## src/rtl/parity_block_receiver.sv

```systemverilog
// parity_block_receiver
// One-entry pipeline stage on the receive side of an even-parity link.
// It checks each accepted block {code, data} and forwards the data with a
// per-beat error flag. It also keeps error statistics: a sticky flag, a
// saturating counter, and a capture of the first failing block.
module parity_block_receiver #(
  parameter int DATA_WIDTH    = 8,
  parameter int COUNTER_WIDTH = 8
) (
  input  logic                     clock,
  input  logic                     resetn,
  input  logic [DATA_WIDTH:0]      upstream_block,
  input  logic                     upstream_valid,
  output logic                     upstream_ready,
  output logic [DATA_WIDTH-1:0]    downstream_data,
  output logic                     downstream_error,
  output logic                     downstream_valid,
  input  logic                     downstream_ready,
  input  logic                     clear_errors,
  output logic                     error_sticky,
  output logic [COUNTER_WIDTH-1:0] error_count,
  output logic [DATA_WIDTH:0]      first_error_block,
  output logic                     first_error_valid
);

  localparam int BLOCK_WIDTH = DATA_WIDTH + 1;

  // An even-parity block XORs to zero, so any odd-weight corruption shows up as 1.
  function automatic logic block_parity_error(input logic [BLOCK_WIDTH-1:0] blk);
    return ^blk;
  endfunction

  logic                     data_valid_q, data_valid_d;
  logic [DATA_WIDTH-1:0]    data_q, data_d;
  logic                     error_q, error_d;
  logic                     sticky_q, sticky_d;
  logic [COUNTER_WIDTH-1:0] count_q, count_d;
  logic [BLOCK_WIDTH-1:0]   first_blk_q, first_blk_d;
  logic                     first_vld_q, first_vld_d;

  logic                     accept_s;
  logic                     deliver_s;
  logic                     blk_err_s;
  logic                     sticky_base_s;
  logic [COUNTER_WIDTH-1:0] count_base_s;
  logic [BLOCK_WIDTH-1:0]   first_blk_base_s;
  logic                     first_vld_base_s;

  // The stage can take a new block whenever it is empty or its current block leaves this cycle.
  assign upstream_ready = !data_valid_q || downstream_ready;
  assign accept_s       = upstream_valid && upstream_ready;
  assign deliver_s      = data_valid_q && downstream_ready;
  assign blk_err_s      = block_parity_error(upstream_block);

  // Pipeline next state: accept overrides deliver, and a stall holds the entry.
  always_comb begin
    data_d       = data_q;
    error_d      = error_q;
    data_valid_d = data_valid_q;
    if (accept_s) begin
      data_d       = upstream_block[DATA_WIDTH-1:0];
      error_d      = blk_err_s;
      data_valid_d = 1'b1;
    end else if (deliver_s) begin
      data_valid_d = 1'b0;
    end else begin
      data_valid_d = data_valid_q;
    end
  end

  // Statistics next state: apply the clear first, so an erroneous accept in the same cycle wins.
  always_comb begin
    sticky_base_s    = sticky_q;
    count_base_s     = count_q;
    first_blk_base_s = first_blk_q;
    first_vld_base_s = first_vld_q;
    if (clear_errors) begin
      sticky_base_s    = 1'b0;
      count_base_s     = {COUNTER_WIDTH{1'b0}};
      first_blk_base_s = {BLOCK_WIDTH{1'b0}};
      first_vld_base_s = 1'b0;
    end else begin
      sticky_base_s    = sticky_q;
      count_base_s     = count_q;
      first_blk_base_s = first_blk_q;
      first_vld_base_s = first_vld_q;
    end

    sticky_d    = sticky_base_s;
    count_d     = count_base_s;
    first_blk_d = first_blk_base_s;
    first_vld_d = first_vld_base_s;
    if (accept_s && blk_err_s) begin
      sticky_d = 1'b1;
      if (count_base_s != {COUNTER_WIDTH{1'b1}}) begin
        count_d = count_base_s + COUNTER_WIDTH'(1);
      end else begin
        count_d = count_base_s;
      end
      if (!first_vld_base_s) begin
        first_blk_d = upstream_block;
        first_vld_d = 1'b1;
      end else begin
        first_blk_d = first_blk_base_s;
        first_vld_d = first_vld_base_s;
      end
    end else begin
      sticky_d    = sticky_base_s;
      count_d     = count_base_s;
      first_blk_d = first_blk_base_s;
      first_vld_d = first_vld_base_s;
    end
  end

  // State registers; reset discards any pending entry and all statistics.
  always_ff @(posedge clock or negedge resetn) begin
    if (!resetn) begin
      data_valid_q <= 1'b0;
      data_q       <= {DATA_WIDTH{1'b0}};
      error_q      <= 1'b0;
      sticky_q     <= 1'b0;
      count_q      <= {COUNTER_WIDTH{1'b0}};
      first_blk_q  <= {BLOCK_WIDTH{1'b0}};
      first_vld_q  <= 1'b0;
    end else begin
      data_valid_q <= data_valid_d;
      data_q       <= data_d;
      error_q      <= error_d;
      sticky_q     <= sticky_d;
      count_q      <= count_d;
      first_blk_q  <= first_blk_d;
      first_vld_q  <= first_vld_d;
    end
  end

  assign downstream_data   = data_q;
  assign downstream_error  = error_q;
  assign downstream_valid  = data_valid_q;
  assign error_sticky      = sticky_q;
  assign error_count       = count_q;
  assign first_error_block = first_blk_q;
  assign first_error_valid = first_vld_q;

endmodule
```

## config.mk

```make
export PLATFORM = sky130hd
export DESIGN_NAME = parity_block_receiver
export DESIGN_NICKNAME = d
export VERILOG_FILES = /design/src/rtl/parity_block_receiver.sv
export SDC_FILE = /design/constraint.sdc
export NUM_CORES = 1
export LEC_CHECK = 0
export CAP_MARGIN = 20
export CORE_MARGIN = 2
export CORE_UTILIZATION = 45
export DETAILED_ROUTE_END_ITERATION = 8
export PLACE_DENSITY_LB_ADDON = 0.05
export SYNTH_ARGS = -nofsm -noshare
export SYNTH_HDL_FRONTEND = slang
export SYNTH_SLANG_ARGS = --single-unit
```

## constraint.sdc

```tcl
create_clock -name clock -period 2.3 [get_ports clock]
set_input_delay 0.575 -clock clock [delete_from_list [all_inputs] [get_ports clock]]
set_output_delay 0.575 -clock clock [all_outputs]
set_load 0.005 [all_outputs]
```

==> out/results.ini, run 1 <==
[outcome]
status = finished clean

[routing]
wl_per_cell_um = 14.47
route.detailed.drc = 0
vias = 1068
vias_per_cell = 5.110
drtIter0Drc = 46
ant_nets = 0
dr.pass1.iters = 4
postRouteWirelength_um = 3024

[logic_synthesis]
synth_cells = 114
avgSynthCellArea_um2 = 12.14
synth-edff-count = 0
synth_largest_area_cell = dfrtp_1
synth.area.top_cells = dfrtp_1 52%, mux2_2 15%, nor2b_1 5.9%
ys_seq_elements = 29
async_reset_ff_share_pct = 100.0
syn_nets = 128
ys_warn_count = 0
ys_seq_area_share_pct = 52.44
synth_top_flop_cell = dfrtp_1
syn_area_um2 = 1384
synth.top_cell.area_share_pct = 52.44
synth_cell_types = 30

[worst_setup_path]
crit_path_end_kind = flip-flop
crit_fanout = 10
start_kind = input port
crit_arrival_ps = 2480
r2r.worst_path.cells = 5
crit_type = in2reg
required_ps = 2560

[global_routing]
grt_max_degree = 30
grt_pass1_wl_um = 5106
antenna_found_initial = 0
grtUsageTotal_pct = 20.02
grt_pass1_vias = 1177
grt_overflow_total = 0

[placed_design]
portBuffers = 43
gp_congestion = 0.7711
place_hpwl_um = 2238
dp_slack_ps = -471.0

[timing]
final.setup.tns_ps = 0
clock.fmax_mhz = 450.5
finalCriticalPeriod_ps = 2220
hold_violations = 0
maxSlewViolCount = 0
fin_ws_ps = 80.14
clock_skew_ps = 8.391
max_slew_margin_pct = 72.78
finalSetupViolCount = 0
tightest_slew_ps = 405.3
min_period_over_period_pct = 96.52

[layout]
final_net_count = 190
layout-drive-gt1-share_pct = 28.41
area_growth_pct = 47.20
n_antenna_cell = 0
fillCellCount = 243

[pwr]
p_per_area_nw_per_um2 = 695.6
ir_drop_v = 0.0003620
leakage_nw = 0.9207
finalPower_w = 0.001417

[clock_tree]
cts_buffers = 5
root_buffer = clkbuf_4
cts_buffer_depth = 2
cts_tree = done
worstSkewPairLatency_ps = 330
clkTransAtPathRegs_ps = 90
cts-hold-fix-buffers = 0
h-tree-depth = 2
cts.sinks = 29

[die]
die_h_um = 59.46
num_rows = 20
io_pins = 44
initial_core_util_pct = 46.47
die_area_um2 = 3535
die_w_um = 59.46
core_area_um2 = 2978

[min_path]
min_path_cells = 2
hold_class = reg2reg

[run]
cap_violations = 0

## layout make-up
type	instances	area (um2)	share of cell area, %
clock buffer	7	55.05	2.703
inverter	1	3.754	0.1843
tap	33	41.29	2.027
multi-input combinational	79	650.6	31.94
timing repair buffer	60	560.5	27.52
sequential	29	725.7	35.63
## through the flow
stage,instance area [um2],hold WS (ps),cells,util (%)
after floorplan,1384,279.4,114,-
after global placement,1957,462.7,202,65.71
after detailed placement,1957,469.3,202,65.71
after CTS,2018,488.8,209,67.77
after global routing,2037,511.3,209,68.40
final,2037,481.9,209,68.40
## repair_timing
action                                  in CTS  in global routing
resized for setup                            6                  4
endpoints found under the hold margin        0                  0
buffers inserted                             0                  0
endpoints found under the setup margin      17                  5
pin swaps                                    3                  1
## critical path, stage by stage
cell	delay (ps)
dlygate4sd2_1	260
xnor2_1	170
xnor3_2	490
xnor2_4	170
buf_4	180
or4_1	490
a21oi_2	130
## cell families after synthesis
group	after synthesis	share of synthesized area [%]
flops	29	52.44
xor+xnor	8	6.691
mux	20	16.18
buf+inv	6	2.169
compound gates	8	4.521
simple gates	43	17.99
## where the power goes
part / internal (W) / switching, W
clock network: 0.000144 / 0.000169
logic: 0.000301 / 0.000170
registers: 0.000586 / 0.0000469
## metal layers
| layer | global-route usage, % | part of all wire (%) | vias up |
|---|---|---|---|
| li1 | - | - | 517 |
| met4 | 10.71 | 2.0 | 0 |
| met3 | 5.240 | 4.6 | 7 |
| met5 | 0 | 0 | - |
| met2 | 34.38 | 52 | 26 |
| met1 | 22.45 | 41 | 518 |
## cell usage after synthesis (all sizes together) (3+ instances only)
master and n:
nor2 5, nor3 4, nand2b 3, clkbuf 4
xnor2 5, mux2 19, or2 3, nor2b 13
dfrtp 29, nand2 8
## path summary, 6_finish.rpt
check,start,end,slack (ps)
min in group asynchronous,resetn,error_count[5]$_DFF_PN0_,630
max in group asynchronous,resetn,first_error_valid$_DFF_PN0_,1390
max reg2reg,error_count[0]$_DFF_PN0_,error_count[3]$_DFF_PN0_,530
min reg2reg,downstream_error$_DFFE_PN0P_,downstream_error$_DFFE_PN0P_,480
max,upstream_block[5],error_count[1]$_DFF_PN0_,80
min,downstream_error$_DFFE_PN0P_,downstream_error$_DFFE_PN0P_,480
## placed cells by master, fill, tap and decap left out
cell,netlist,final
a22o_1,1,1
clkbuf_4,0,5
xnor2_4,0,1
or4_1,1,1
clkbuf_1,4,1
inv_1,1,1
and2_1,1,1
nor3_1,3,3
a21oi_2,0,1
xnor2_1,4,3
xnor2_2,1,1
nand4_1,2,2
nand3_1,1,1
xnor3_2,1,1
nand2b_1,3,3
clkdlybuf4s50_1,0,36
a31oi_1,1,1
nand2_1,8,8
buf_4,0,17
nor3b_1,1,1
nor2b_1,13,13
dfrtp_1,29,29
a21o_1,1,1
or4bb_1,1,1
xor2_1,2,2
nor2_1,5,5
dlygate4sd2_1,0,4
nor3_4,1,1
mux2_2,19,19
dlymetal6s2s_1,0,3
o41ai_1,1,1
o31ai_1,2,2
o41a_1,1,1
mux2i_1,1,1
clkbuf_8,0,1
or2_2,3,3
## state kept, by name, indices dropped and copies added (netlist names)
register / cells
error_sticky: 1
first_error_valid: 1
downstream_data: 8
first_error_block: 9
downstream_error: 1
downstream_valid: 1
error_count: 8
Note: power is estimated with default switching activity, not from simulation.
==> inputs of run 2 (changes only) <==
--- a/config.mk
+++ b/config.mk
@@ -5,7 +5,6 @@
 export SDC_FILE = /design/constraint.sdc
 export NUM_CORES = 1
 export LEC_CHECK = 0
-export CAP_MARGIN = 20
 export CORE_MARGIN = 2
 export CORE_UTILIZATION = 45
 export DETAILED_ROUTE_END_ITERATION = 8
==> results of run 2 <==
No change in the layout: final DEF, timing and power equal those of run 1.
